$ cat src/rtl/mac_tx_arbiter.sv
// Round-robin whole-frame scheduler merging two (ptr, data) FIFO sources into one sink pair.
// Frames with error flags or an illegal length are drained from the source and counted as drops.
module mac_tx_arbiter #(
   parameter int MAX_LEN = 1518,
   parameter int CNT_W   = 16
) (
   input  logic             clk,
   input  logic             rstn,
   input  logic             src0_ptr_empty,
   output logic             src0_ptr_rd,
   input  logic [15:0]      src0_ptr_din,
   output logic             src0_data_rd,
   input  logic [7:0]       src0_data_din,
   input  logic             src1_ptr_empty,
   output logic             src1_ptr_rd,
   input  logic [15:0]      src1_ptr_din,
   output logic             src1_data_rd,
   input  logic [7:0]       src1_data_din,
   input  logic             sink_bp,
   output logic             sink_data_wr,
   output logic [7:0]       sink_data,
   output logic             sink_ptr_wr,
   output logic [15:0]      sink_ptr,
   output logic [CNT_W-1:0] drop_cnt0,
   output logic [CNT_W-1:0] drop_cnt1
);

   typedef enum logic [2:0] {IDLE, PWAIT, PLAT, DATA, TAIL} state_t;

   localparam logic [10:0] MAX_LEN_L = 11'(MAX_LEN);

   state_t      state;
   logic        grant;
   logic        last_grant;
   logic        next_grant;
   logic        any_req;
   logic        drop;
   logic        rd_d1;
   logic [10:0] len;
   logic [10:0] cnt;
   logic [1:0]  ptr_flags;
   logic [10:0] ptr_len;
   logic        ptr_drop;
   logic        unused_ptr_bits;

   // Pointer bits [13:11] carry no meaning for scheduling.
   assign unused_ptr_bits = ^{src0_ptr_din[13:11], src1_ptr_din[13:11]};

   function automatic logic [CNT_W-1:0] sat_inc(input logic [CNT_W-1:0] v);
      return (v == '1) ? v : v + 1'b1;
   endfunction

   always_comb begin
      any_req    = !src0_ptr_empty || !src1_ptr_empty;
      next_grant = (!src0_ptr_empty && !src1_ptr_empty) ? ~last_grant : src0_ptr_empty;
      ptr_flags  = grant ? src1_ptr_din[15:14] : src0_ptr_din[15:14];
      ptr_len    = grant ? src1_ptr_din[10:0]  : src0_ptr_din[10:0];
      ptr_drop   = (ptr_flags != 2'b00) || (ptr_len == 11'd0) || (ptr_len > MAX_LEN_L);
   end

   // Frame FSM plus data path; every byte lands on the sink one cycle after it appears on din.
   always_ff @(posedge clk or negedge rstn) begin
      if (!rstn) begin
         state        <= IDLE;
         grant        <= 1'b0;
         last_grant   <= 1'b1;
         drop         <= 1'b0;
         rd_d1        <= 1'b0;
         len          <= '0;
         cnt          <= '0;
         src0_ptr_rd  <= 1'b0;
         src1_ptr_rd  <= 1'b0;
         src0_data_rd <= 1'b0;
         src1_data_rd <= 1'b0;
         sink_data_wr <= 1'b0;
         sink_data    <= '0;
         sink_ptr_wr  <= 1'b0;
         sink_ptr     <= '0;
         drop_cnt0    <= '0;
         drop_cnt1    <= '0;
      end else begin
         src0_ptr_rd  <= 1'b0;
         src1_ptr_rd  <= 1'b0;
         sink_ptr_wr  <= 1'b0;
         rd_d1        <= src0_data_rd | src1_data_rd;
         sink_data    <= grant ? src1_data_din : src0_data_din;
         sink_data_wr <= rd_d1 & ~drop;
         case (state)
            IDLE: begin
               if (!sink_bp && any_req) begin
                  grant      <= next_grant;
                  last_grant <= next_grant;
                  if (next_grant) src1_ptr_rd <= 1'b1;
                  else            src0_ptr_rd <= 1'b1;
                  state      <= PWAIT;
               end
            end
            PWAIT: state <= PLAT;
            PLAT: begin
               len  <= ptr_len;
               drop <= ptr_drop;
               if (ptr_len == 11'd0) begin
                  if (ptr_drop) begin
                     if (grant) drop_cnt1 <= sat_inc(drop_cnt1);
                     else       drop_cnt0 <= sat_inc(drop_cnt0);
                  end
                  state <= IDLE;
               end else begin
                  cnt <= ptr_len;
                  if (grant) src1_data_rd <= 1'b1;
                  else       src0_data_rd <= 1'b1;
                  state <= DATA;
               end
            end
            DATA: begin
               if (cnt > 11'd1) begin
                  cnt <= cnt - 11'd1;
               end else begin
                  src0_data_rd <= 1'b0;
                  src1_data_rd <= 1'b0;
                  state        <= TAIL;
               end
            end
            TAIL: begin
               if (!drop) begin
                  sink_ptr_wr <= 1'b1;
                  sink_ptr    <= {5'b0, len};
               end else if (grant) begin
                  drop_cnt1 <= sat_inc(drop_cnt1);
               end else begin
                  drop_cnt0 <= sat_inc(drop_cnt0);
               end
               state <= IDLE;
            end
            default: state <= IDLE;
         endcase
      end
   end

endmodule
$ cat config.mk
export PLATFORM = sky130hd
export DESIGN_NAME = mac_tx_arbiter
export DESIGN_NICKNAME = d
export VERILOG_FILES = /design/src/rtl/mac_tx_arbiter.sv
export SDC_FILE = /design/constraint.sdc
export NUM_CORES = 1
export LEC_CHECK = 0
export BUFFER_PORTS_ARGS = -buffer_cell sky130_fd_sc_hd__buf_4
export CAP_MARGIN = 15
export CORE_MARGIN = 2
export CORE_UTILIZATION = 56
export CTS_CLUSTER_SIZE = 14
export DETAILED_ROUTE_END_ITERATION = 8
export PLACE_DENSITY = 0.95
export SYNTH_ARGS = -nofsm -noshare
export SYNTH_HDL_FRONTEND = slang
export SYNTH_SLANG_ARGS = --single-unit
$ cat constraint.sdc
create_clock -name clk -period 5 [get_ports clk]
set_input_delay 1.5 -clock clk [delete_from_list [all_inputs] [get_ports clk]]
set_output_delay 1.5 -clock clk [all_outputs]
set_load 0.1 [all_outputs]
# Yosys cells after proc, flatten, opt, wreduce, memory -nomap -nowiden
# Cells that the tools add are included.
# Widths: inputs -> output; s select.
# op_classes
n_addsub	3
n_lt_le_gt_ge	2
eq_ne	15
mux	38
bitwise_logic	4
reduce_logical	20
# ops
operator	count
$mux 16	10
$pmux 16 s2	2
$mux 11	3
$add 16x1->16 const B	2
$eq 16x16->1 const B	2
$pmux 11 s2	1
$ne 2x2->1 const B	9
$mux 1	14
$pmux 3 s4	1
$reduce_and 4->1	3
$gt 11x1->1 const B	1
$gt 11x11->1 const B	1
$logic_not 11->1	1
$sub 11x1->11 const B	1
$mux 8	1
$eq 3x2->1 const B	2
$mux 3	2
$reduce_and 2->1	3
$reduce_bool 2->1	3
$mux 2	2
$pmux 1 s2	2
$eq 3x1->1 const B	1
$eq 3x3->1 const B	1
$logic_not 1->1	3
7 further kinds	11
# word_totals
reg_bits	86
inputBits	53
wordCells	99

# Logic depth before layout (Yosys ltp)
# depth
ltp_word	7
depth_mapped	8
depth_no_buf	7

# Worst setup path before layout
# OpenSTA, ideal clock, no wires.
# synth_path
path_kind	input port to flip-flop
startpoint	input src0_ptr_din[0]
endpoint	register drop_cnt0[8]
setup_time_ps	159
t_arrival_ps	3044
required_time_ps	4841
slack_ps	1798
path_stages	7
cell_sequence	or4_1 o22ai_2 o211ai_2 a21oi_4 buf_6 nand4_1 xnor2_1
# synth_via
elab_chain_cells	6
# synth_lines
element	line_no	rtl
start, declared	11	input logic [15:0] src0_ptr_din,
$mux 11 (*)	57	ptr_len = grant ? src1_ptr_din[10:0] : src0_ptr_din[10:0];
branches (longest 4 deep; another with $gt 11x11->1)	--	
$reduce_and 4->1 (no source line) (*)	--	
end signal, assigned	105	else drop_cnt0 <= sat_inc(drop_cnt0);
end signal, assigned	131	drop_cnt0 <= sat_inc(drop_cnt0);
end, declared	24	output logic [CNT_W-1:0] drop_cnt0,
# Every way passes the cells marked *.
# A chain may end at the register's enable or synchronous reset.

# Worst setup path after layout
# layout_path
startpoint	input src1_ptr_din[0]
endpoint	register cnt[0]
# layout_via
elab_chain_cells	4
# layout_lines
element	line_no	rtl
start, declared	16	input logic [15:0] src1_ptr_din,
$mux 11 (*)	57	
$logic_not 11->1	102	if (ptr_len == 11'd0) begin
$ne 2x2->1 (no source line)	--	
$reduce_and 3->1 (no source line)	--	
end signal, assigned	109	cnt <= ptr_len;
end signal, assigned	117	cnt <= cnt - 11'd1;
end, declared	40	logic [10:0] cnt;
# Every way passes the cells marked *; elsewhere a longest branch is shown, timed or not. The select of a mux whose other input is x is not followed.

==> flow_summary.json <==
{
  "slew_headroom_pct": 49.1,
  "synth_top_area_share_pct": 52.2,
  "clk_root_buffer_cell": "clkbuf_8",
  "p_comb_share_pct": 40.1,
  "detail_route.vias_per_cell": 5.74,
  "drive_above_1_share_pct": 32.2,
  "clockBufferDepth": 2,
  "die_w_um": 89.3,
  "post_drt_wl_per_cell_um": 16.1,
  "synth_cells": 376,
  "cellPowerDensity_mw_per_mm2": 455,
  "cp-end-kind": "flip-flop",
  "synth-seq-cells": 86,
  "fp.coreArea_mm2": 0.00714,
  "port_buffers": 103,
  "slew_viol_final": 0,
  "ios": 115,
  "initial_core_util_pct": 57.1,
  "yosysSeqAreaShare_pct": 52.8,
  "synth_edf_count": 0,
  "final.fill_count": 503,
  "setup_viol": 0,
  "ant_nets": 0,
  "drcViolationCount": 0,
  "path_class": "primary input to flip-flop",
  "r2r_slack_ps": 1990,
  "synth_top_flop_cell": "dfrtp_1",
  "timing.final.crit_share_pct": 69.0,
  "final-hold-violation-count": 0,
  "timing.rr.start": "grant",
  "clk_latency_ps": 360,
  "hp-start": "cnt[7]",
  "synthTopCellsByArea": "dfrtp_1 52%, mux2_2 7.2%, xnor2_1 6.0%, nor2_1 3.5%, nand4_1 2.6%",
  "nets": 537,
  "dieArea_mm2": 0.00798,
  "r2r-end": "cnt[0]",
  "tightest_slew_ps": 764,
  "yosysTopAreaCell": "dfrtp_1",
  "htreeDepth": 3,
  "antenna_found_initial": 0,
  "cts-resized-gates": 0,
  "grt_pass1_wl_um": 14700,
  "area_growth_pct": 25.4,
  "ys_async_sr_fraction_pct": 100,
  "dp_hpwl_um": 6660,
  "status": "finished, final reports clean",
  "hold_depth": 2,
  "grt_max_degree": 87,
  "critPathRequiredTime_ps": 5240,
  "drt_first_pass_iters": 7,
  "fin_crit_ps": 3450,
  "vias": 3355,
  "rr_worst_depth": 7,
  "clock.fmax_mhz": 290,
  "grt-ovfl-total": 0,
  "critPathLaunchType": "primary input",
  "crit_arrival_ps": 3690,
  "drt_iter0_markers": 244,
  "clkTransAtPathRegs_ps": 90,
  "rows": 31,
  "min_to": "cnt[7]",
  "p_leak_nw": 2.38,
  "fin_setup_tns_ps": 0,
  "switchingPower_mw": 0.988,
  "postRouteWirelength_um": 9410,
  "grt_pass1_vias": 3090,
  "die_h_um": 89.3,
  "clkPwrFrac_pct": 18.8,
  "syn_area_per_cell_um2": 10.8,
  "cts_tree": "built",
  "place_ws_ps": 1220,
  "gp_congestion": 0.927,
  "hold_ws_ps": 502,
  "cp_max_fo": 11,
  "rsz0062_at_grt": "no",
  "netSwitchingFraction_pct": 42.5,
  "hp-class": "flip-flop to flip-flop",
  "fin_ws_ps": 1550,
  "cap_violations": 0,
  "p_total_mw": 2.33,
  "skew_ps": 10.3,
  "p_seq_share_pct": 41.1,
  "antenna_cells": 0,
  "ys_warn_count": 0,
  "ir_drop_mv": 0.279,
  "grt_usage_pct": 24.0,
  "cts.sinks": 86,
  "ctsHoldBuffers": 0,
  "cts_setup_buffers": 0,
  "p_int_mw": 1.34,
  "synth_cell_types": 52,
  "synth_area_mm2": 0.00408,
  "numCtsBuffers": 9
}
registers in the layout, indices dropped and copies added (netlist names), 3 cells and up:
name       flops
cnt           11
len           11
sink_data      8
sink_ptr      11
drop_cnt0     16
drop_cnt1     16
state          3
synthesized netlist by cell type, types with 2 or more instances:
library cell	number
and2_1	4
mux2i_1	6
buf_6	2
o22a_1	4
nand2_1	20
o21a_1	2
nand2b_1	4
xor2_1	2
nand4_1	17
o31ai_1	3
clkbuf_1	7
mux2_1	2
a21o_1	2
nor3_1	7
xnor2_1	28
or4_1	3
ha_1	4
o21ai_1	17
nor2b_1	6
mux2_2	26
buf_1	2
inv_1	8
dfrtp_1	85
a21oi_1	16
nor4_1	2
a21oi_4	2
buf_2	3
and3_1	9
buf_4	5
a31oi_1	7
nor2_1	38
nand3_1	12
a2bb2oi_1	2
worst max-delay path: stages:
cell and delay, ps:
buf_4 120, or4b_1 530, o22ai_2 200, o21ai_1 240, a21boi_1 660, buf_4 290, a21o_1 100, o21ai_1 50
metal layers:
metal | GRT usage [%] | part of all wire (%)
met2 | 38.1 | 52
met5 | 0 | 0
met3 | 5.26 | 6.0
met4 | 10.7 | 3.2
met1 | 31.7 | 39
power groups by stage:
stage               clock (mW)  sequential [mW]  combinational [mW]
finish                   0.437            0.957               0.933
global route             0.478            0.975                1.01
CTS                      0.442            0.951               0.923
detailed placement           0            0.964               0.918
global placement             0            0.954               0.883
floorplan                    0             1.11               0.546
cells in the final DEF (no fill, tap or decap), types with 3 or more instances in the layout:
cell | Yosys | routed
a21oi_1 | 16 | 16
a31oi_1 | 7 | 7
and2_1 | 4 | 4
and3_1 | 9 | 9
buf_4 | 5 | 107
clkbuf_8 | 0 | 9
clkinv_4 | 0 | 3
conb_1 | 1 | 5
dfrtp_1 | 85 | 85
ha_1 | 4 | 4
inv_1 | 8 | 8
mux2_2 | 26 | 26
mux2i_1 | 6 | 6
nand2_1 | 20 | 20
nand2b_1 | 4 | 4
nand3_1 | 12 | 12
nand4_1 | 17 | 17
nor2_1 | 38 | 38
nor2b_1 | 6 | 6
nor3_1 | 7 | 7
o21ai_1 | 17 | 17
o22a_1 | 4 | 4
o31ai_1 | 3 | 3
or4_1 | 3 | 3
xnor2_1 | 28 | 28
per-stage QoR:
stage          utilization, %  instance area [µm²]  instances
2_1_floorplan               -                 4090        380
3_3_place_gp             68.7                 4900        566
3_5_place_dp             68.7                 4900        566
4_1_cts                  71.1                 5080        582
5_1_grt                  71.6                 5110        584
6_report                 71.6                 5110        584
area by class of cell:
class                           instances  area, µm²  area share, %
Clock buffer                            9        124           2.42
Tap cell                               99        124           2.42
Inverter                                8       30.0          0.588
Sequential cell                        86       2150           42.1
Timing Repair Buffer                  108        831           16.3
Multi-Input combinational cell        267       1800           35.2
Clock inverter                          7       51.3           1.00
how the worst max path moves through the flow:
| stage | from | end | slack (ps) | cells after the start |
|---|---|---|---|---|
| final | src1_ptr_din[0] | cnt[0] | 1550 | 8 |
| after global routing | src0_ptr_din[3] | cnt[3] | 1390 | 8 |
| after CTS | src1_ptr_din[0] | cnt[0] | 1600 | 8 |
| after detailed placement | src1_ptr_din[0] | cnt[0] | 1220 | 8 |
| after global placement | src0_ptr_din[0] | cnt[0] | 1250 | 8 |
| after floorplan | src0_ptr_din[0] | drop_cnt0[8] | 1800 | 7 |
cell families after synthesis:
| family | Yosys count | synth area share (%) |
|---|---|---|
| adder cells (fa/ha/maj) | 4 | 1.23 |
| flip-flops | 86 | 52.8 |
| AND/OR/NAND/NOR | 128 | 15.9 |
| other | 1 | 0.0920 |
| AO/OA/AOI/OAI | 66 | 10.9 |
| XOR/XNOR | 30 | 6.45 |
| buffers and inverters | 27 | 3.41 |
| multiplexers | 34 | 9.21 |
Power figures use the tool's default switching activity.
